<file path="src/rtl/cskipa_43bit_accum.sv">
// Burst accumulator around the 43-bit carry-skip adder.
// Terms stream in over valid/ready; the total, a sticky carry flag and a beat count stream out.
module CSkipA_43bit (
    input  logic [42:0] term1,
    input  logic [42:0] term2,
    input  logic        cin,
    output logic [42:0] sum,
    output logic        cout
);
    localparam int BS = 4;
    localparam int NB = 11;

    logic [43:0] a;
    logic [43:0] b;
    logic [43:0] s;

    assign a = {1'b0, term1};
    assign b = {1'b0, term2};

    // Ripple inside each 4-bit block; a fully propagating block passes its carry-in straight through.
    always_comb begin
        logic c;
        logic blk_c;
        logic p;
        logic x;
        s = '0;
        c = cin;
        for (int j = 0; j < NB; j++) begin
            blk_c = c;
            p = 1'b1;
            for (int k = 0; k < BS; k++) begin
                x = a[j*BS+k] ^ b[j*BS+k];
                s[j*BS+k] = x ^ c;
                c = (a[j*BS+k] & b[j*BS+k]) | (c & x);
                p = p & x;
            end
            c = p ? blk_c : c;
        end
    end

    assign sum  = s[42:0];
    assign cout = s[43];
endmodule

module cskipa_43bit_accum #(
    parameter int WIDTH    = 43,
    parameter int COUNT_W  = 8,
    parameter bit SATURATE = 1'b0
) (
    input  logic               i_clk,
    input  logic               i_rst,
    input  logic               i_valid,
    output logic               o_ready,
    input  logic [WIDTH-1:0]   i_term,
    input  logic               i_last,
    output logic               o_valid,
    input  logic               i_ready,
    output logic [WIDTH-1:0]   o_sum,
    output logic               o_ovf,
    output logic [COUNT_W-1:0] o_count
);
    typedef enum logic [1:0] {
        IDLE,
        ACC,
        DONE
    } state_t;

    state_t             state;
    state_t             state_nx;
    logic [WIDTH-1:0]   acc;
    logic [WIDTH-1:0]   add_sum;
    logic               add_cout;
    logic               ovf;
    logic [COUNT_W-1:0] count;
    logic               take;
    logic               hs;

    CSkipA_43bit u_add (
        .term1 (acc),
        .term2 (i_term),
        .cin   (1'b0),
        .sum   (add_sum),
        .cout  (add_cout)
    );

    assign o_ready = (state != DONE);
    assign o_valid = (state == DONE);
    assign take    = i_valid & o_ready;
    assign hs      = o_valid & i_ready;
    assign o_sum   = acc;
    assign o_ovf   = ovf;
    assign o_count = count;

    always_comb begin
        state_nx = state;
        unique case (state)
            IDLE: if (take) state_nx = i_last ? DONE : ACC;
            ACC:  if (take && i_last) state_nx = DONE;
            DONE: if (i_ready) state_nx = IDLE;
            default: state_nx = IDLE;
        endcase
    end

    always_ff @(posedge i_clk) begin
        if (i_rst) begin
            state <= IDLE;
            acc   <= '0;
            ovf   <= 1'b0;
            count <= '0;
        end else begin
            state <= state_nx;
            if (hs) begin
                acc   <= '0;
                ovf   <= 1'b0;
                count <= '0;
            end else if (take) begin
                acc   <= (SATURATE && add_cout) ? '1 : add_sum;
                ovf   <= ovf | add_cout;
                count <= (&count) ? count : count + 1'b1;
            end
        end
    end
endmodule

</file>
<file path="config.mk">
export PLATFORM = sky130hd
export DESIGN_NAME = cskipa_43bit_accum
export DESIGN_NICKNAME = d
export VERILOG_FILES = /design/src/rtl/cskipa_43bit_accum.sv
export SDC_FILE = /design/constraint.sdc
export NUM_CORES = 1
export LEC_CHECK = 0
export BUFFER_PORTS_ARGS = -buffer_cell sky130_fd_sc_hd__clkbuf_2
export CAP_MARGIN = 20
export CORE_MARGIN = 1
export CORE_UTILIZATION = 40
export CTS_CLUSTER_DIAMETER = 120
export DETAILED_ROUTE_END_ITERATION = 10
export SYNTH_ARGS = -nofsm -noshare
export SYNTH_HDL_FRONTEND = slang
export SYNTH_SLANG_ARGS = --single-unit
</file>
<file path="constraint.sdc">
create_clock -name i_clk -period 22.4 [get_ports i_clk]
set_input_delay 2.24 -clock i_clk [delete_from_list [all_inputs] [get_ports i_clk]]
set_output_delay 2.24 -clock i_clk [all_outputs]
set_load 0.01 [all_outputs]
</file>
==> flow_metrics.tcl, run 1 <==
set metrics [dict create \
    status "complete, no violations" \
    place_area_um2 4190 \
    track_usage_pct 18.0 \
    fp.dieH_um 97.0 \
    synth-main-ff-cell "dfxtp_1" \
    numCtsBuffers 5 \
    grt_first_pass_wirelength_mm 13.9 \
    crit_type "input pin to flop" \
    drtIter0Drc 42 \
    cts_max_level 2 \
    ys_warn_count 0 \
    routedWlPerCell_um 13.7 \
    dr.pass1.iters 4 \
    syn_nets 508 \
    vias 2863 \
    post-synth-top-count-cell "nand2_1" \
    clk_pin_slew_worst_paths_ns 0.11 \
    fin_crit_ns 21.30 \
    rsz0062_at_grt "no" \
    final_util_pct 49.3 \
    avgSynthCellArea_um2 9.57 \
    synth_edf_count 0 \
    cp_common_cell "fa_1" \
    dieArea_um2 9410 \
    relSlewSlack_pct 30.9 \
    dpl.cell_count 571 \
    synth_area_leaders "dfxtp_1 30%, fa_1 23%, ha_1 14%" \
    crit_path_start_kind "input pin" \
    fmax_mhz 46.9 \
    core_um2 8720 \
    worst_setup_path_end_kind "flop" \
    synth_cells 377 \
    crit_fanout 2 \
    slew_viol_final 0 \
    synth.top_cell.area_share_pct 29.9 \
    setup_slack_ns 1.10 \
    p_leak_nw 2.06 \
    final_cells 579 \
    ys_types 37 \
    start_util_pct 41.4 \
    cp.required_ns 22.63 \
    io_buffers 101 \
    via_per_inst 4.94 \
    cts_tree "yes" \
    hp-class "flop to flop" \
    finalSetupViolations 0 \
    synthMuxAreaShare_pct 0.971 \
    final_nets 601 \
    wl_mm 7.92 \
    post_cts_resized 0 \
    period_share_pct 95.1 \
    arrival_ns 21.53 \
    ys_top_cells_by_count "93 x nand2_1, 54 x dfxtp_1, 47 x a21oi_1" \
    drc 0 \
    num_rows 34 \
    post_cts_buffers 0 \
    synth_simple_gate_area_share_pct 17.8 \
    grt_max_degree 53 \
    die_w_um 97.0 \
    ir_drop_v 0.0000297 \
    powerDensity_nw_per_um2 64.7 \
    worstSkewPairLatency_ns 0.31 \
    cpPeakStageDelay_ns 0.42 \
    diodes 0 \
    synthArstFlopShare_pct 0 \
    hpwl_mm 5.98 \
    cts.sinks 54 \
    fin_area_um2 4300 \
    gp_congestion 0.734 \
    ctsHoldBuffers 0 \
    pre_cts_slack_ns 0.667 \
    ys_ff_latch 54 \
    antenna_found_initial 0 \
    grt_pass1_vias 2911 \
    synth_area_um2 3610 \
    fin_setup_tns_ns 0 \
    areaGrowthSynthToFinish_pct 19.1 \
    worstMarginPinSlew_ns 1.04 \
    hold_viol_final 0 \
    drtAntennaViolNets 0 \
    cts-root-buf "clkbuf_8" \
    crit_path_top_delay_cell "or3_4" \
    synth_top_area_cell "dfxtp_1" \
    cts_max_path_buffers 2 \
    synth-seq-area-share_pct 29.9 \
    drive_gt1_share_pct 25.3 \
    finClkSkew_ns 0.00933 \
    drv_cap 0 \
    io-pin-count 102 \
    synth_xor_area_share_pct 1.21 \
    synth-compound-area-share_pct 9.29 \
    synth_fa_ha_area_share_pct 37.5 \
    grt-ovfl-total 0 \
    synth_top_family_by_area "adder cells" \
]
-- sequential cells by signal (all words and copies together) (netlist names) --
register and count:
o_sum 43, state 2, o_count 8, o_ovf 1
-- worst paths after layout --
path,start,endpoint,slack (ns),depth (start not counted)
setup / recovery,i_term[0],o_sum[42],1.10,68
hold / removal,state[1],state[0],0.47,1
setup reg to reg,o_sum[0],o_sum[42],2.79,67
hold reg to reg,state[1],state[0],0.47,1
-- layout make-up --
| class | count | area [µm²] |
|---|---|---|
| fill | 830 | 4420 |
| multi-input combinational | 295 | 2410 |
| sequential | 54 | 1080 |
| timing repair buffer | 102 | 513 |
| tap | 108 | 135 |
| clock buffer | 5 | 68.8 |
| clock inverter | 3 | 45.0 |
| inverter | 12 | 45.0 |
-- layer usage --
layer	track usage (%)	routed length [µm]
met3	3.40	393
met5	0	0
met4	4.13	74
met1	24.2	3700
met2	30.1	3750
-- report_power, final --
group / internal, mW / switching [mW] / total, mW / leakage, nW
clock network: 0.0333 / 0.0342 / 0.0675 / 0.0504
logic: 0.0397 / 0.0492 / 0.0890 / 1.57
registers: 0.107 / 0.0146 / 0.122 / 0.443
-- critical path, delay by kind of cell --
family | cells | cell delay (ns)
adder cells (fa/ha/maj) | 43 | 16.28
AND/OR/NAND/NOR | 13 | 1.51
AO/OA/AOI/OAI | 5 | 0.75
multiplexers | 2 | 0.39
buffers and inverters | 5 | 0.38
-- placed cells by master, fill, tap and decap left out, types with 2 or more instances in the layout --
cell type / n
o21ai_0: 4
nand2_1: 93
nor2_1: 19
fa_1: 42
nor3_1: 4
clkinvlp_4: 2
clkbuf_8: 5
nand4_1: 6
ha_1: 41
a211oi_1: 2
or3b_1: 2
a21oi_1: 47
xnor2_1: 4
or3_1: 4
mux2i_1: 2
nand3_1: 5
dfxtp_1: 54
and4_1: 3
clkbuf_2: 101
inv_1: 12
-- cell families after synthesis --
family	Yosys count
mux	3
flops	54
buf+inv	28
simple gates	144
fa+ha+maj	83
xor+xnor	5
compound gates	60
-- per-stage QoR --
step                power [mW]  hold WS [ns]
CTS                      0.283         0.468
floorplan                0.180         0.423
detailed placement       0.214         0.452
global placement         0.211         0.440
finish                   0.278         0.470
global route             0.303         0.487
(Power assumes the default switching activity.)
==> inputs of run 2 (changes only) <==
CAP_MARGIN = 10   (was 20)
SYNTH_HIERARCHICAL = 1   (was unset)
==> run 2 against run 1 <==
  * Global-route usage decreased by 0.32 points
  * Design area increased by 1.9%
  * Power increased by 3.6%
  * Synthesized cell count increased by 2.1%
  * Synthesized area increased by 2.8%
  * Core utilization increased by 0.22 points
==> flow_metrics.tcl, run 2 <==
set metrics [dict create \
    numCtsBuffers 5 \
    ys_warn_count 6 \
    areaGrowthSynthToFinish_pct 18.1 \
    cp_common_cell "fa_1" \
    rsz0062_at_grt "no" \
    synth_cells 385 \
    gp_congestion 0.783 \
    start_util_pct 41.9 \
    cts-root-buf "clkbuf_8" \
    drive_gt1_share_pct 24.9 \
    worstMarginPinSlew_ns 1.05 \
    fp.dieH_um 98.3 \
    pre_cts_slack_ns 0.615 \
    period_share_pct 95.9 \
    highest_layer "met4" \
    ys_types 43 \
    fin_crit_ns 21.48 \
    synth_edf_count 0 \
    post_cts_buffers 0 \
    via_per_inst 5.00 \
    core_um2 8850 \
    crit_type "input pin to flop" \
    switchingPower_mw 0.104 \
    setup_slack_ns 0.923 \
    ys_top_cells_by_count "96 x nand2_1, 57 x a21oi_1, 54 x dfxtp_1" \
    post-synth-top-count-cell "nand2_1" \
    grt_pass1_vias 2865 \
    arrival_ns 21.71 \
    worst_setup_path_end_kind "flop" \
    cts_tree "yes" \
    final_common_cell "clkbuf_2" \
    clkPwrFrac_pct 23.4 \
    powerDensity_nw_per_um2 65.8 \
    drtAntennaViolNets 0 \
    ctsHoldBuffers 0 \
    drv_cap 0 \
    cp.required_ns 22.64 \
    seqPwrFrac_pct 42.9 \
    status "complete, no violations" \
    cts_max_path_buffers 2 \
    crit_path_top_delay_cell "fa_1" \
    grt_first_pass_wirelength_mm 13.7 \
    synth_top_area_cell "dfxtp_1" \
    cts_max_level 2 \
    grt-ovfl-total 0 \
    finalSetupViolations 0 \
    hpwl_mm 5.96 \
    final_util_pct 49.5 \
    fmax_mhz 46.6 \
    synth.top_cell.area_share_pct 29.1 \
    antenna_found_initial 0 \
    dieArea_um2 9670 \
    num_rows 34 \
    relSlewSlack_pct 29.7 \
    routedWlPerCell_um 14.0 \
    wl_met1_mm 3.70 \
    final_nets 609 \
    ir_drop_v 0.0000285 \
    track_usage_pct 17.7 \
    finClkSkew_ns 0.0134 \
    wl_mm 8.19 \
    synth-main-ff-cell "dfxtp_1" \
    drtIter0Drc 102 \
    switching_share_pct 36.1 \
    mostFrequentLayoutCells "101 x clkbuf_2, 96 x nand2_1, 57 x a21oi_1" \
    post_cts_resized 0 \
    power_mw 0.288 \
    intPower_mw 0.184 \
    fin_setup_tns_ns 0 \
    met2_length_mm 4.01 \
    hold_viol_final 0 \
    avgSynthCellArea_um2 9.64 \
    cts.sinks 54 \
    synth-seq-area-share_pct 29.1 \
    largest_reg_flops 43 \
    synth_area_leaders "dfxtp_1 29%, fa_1 23%, ha_1 14%" \
    p_leak_nw 2.11 \
    grt_max_degree 53 \
    io-pin-count 102 \
    dr_wl_met3_um 432 \
    p_comb_share_pct 33.7 \
    cpPeakStageDelay_ns 0.44 \
    timing.hold.ws_ns 0.484 \
    diodes 0 \
    crit_fanout 4 \
    dr.pass1.iters 6 \
    worstSkewPairLatency_ns 0.31 \
    vias 2928 \
    ys_ff_latch 54 \
    die_w_um 98.3 \
    io_buffers 101 \
    synth_area_um2 3710 \
    slew_viol_final 0 \
    drc 0 \
    clk_pin_slew_worst_paths_ns 0.11 \
    synthArstFlopShare_pct 0 \
    hp-class "flop to flop" \
    crit_path_start_kind "input pin" \
]
-- run 2: path summary, 6_finish.rpt --
path	startpoint	endpoint	slack, ns	cells after the start
hold reg to reg	o_ovf	o_ovf	0.48	2
setup reg to reg	o_sum[0]	o_sum[42]	2.55	67
hold / removal	o_ovf	o_ovf	0.48	2
setup / recovery	i_term[0]	o_sum[42]	0.92	68
-- run 2: power by group through the flow --
stage / clock network, mW / registers [mW] / logic, mW
final: 0.0676 / 0.124 / 0.0972
after global routing: 0.0744 / 0.126 / 0.114
after CTS: 0.0705 / 0.124 / 0.0984
after detailed placement: 0 / 0.126 / 0.0968
after global placement: 0 / 0.125 / 0.0951
after floorplan: 0 / 0.129 / 0.0588
-- run 2: through the flow --
stage | std cells | area (µm²)
2_1_floorplan | 386 | 3710
3_3_place_gp | 578 | 4270
3_5_place_dp | 578 | 4270
4_1_cts | 586 | 4380
5_1_grt | 586 | 4380
6_report | 586 | 4380
-- run 2: final cells by class --
type | count | area [µm²]
clock buffers | 5 | 68.8
multi-input cells | 304 | 2510
well taps | 108 | 135
fillers | 866 | 4470
repair buffers | 101 | 505
flip-flops and latches | 54 | 1080
inverters | 11 | 41.3
clock inverters | 3 | 45.0
-- run 2: critical path, delay by kind of cell --
family	cells	cell delay [ns]
buffers and inverters	4	0.32
and+or+nand+nor	12	1.17
adders and majority gates	43	16.66
AOI/OAI and AO/OA	8	1.00
muxes	1	0.30
-- run 2: logic make-up after synthesis --
logic type	Yosys count	share of synthesized area [%]
XOR/XNOR	2	0.472
flip-flops	54	29.1
adder cells (fa/ha/maj)	84	37.0
AND/OR/NAND/NOR	137	16.7
multiplexers	2	0.674
other	1	0.101
AO/OA/AOI/OAI	77	12.4
buffers and inverters	28	3.51
-- run 2: layer usage --
metal | vias up | GRT usage, %
met3 | 2 | 4.08
met5 | - | 0
met1 | 1402 | 22.8
li1 | 1455 | -
met4 | 0 | 3.44
met2 | 69 | 30.4
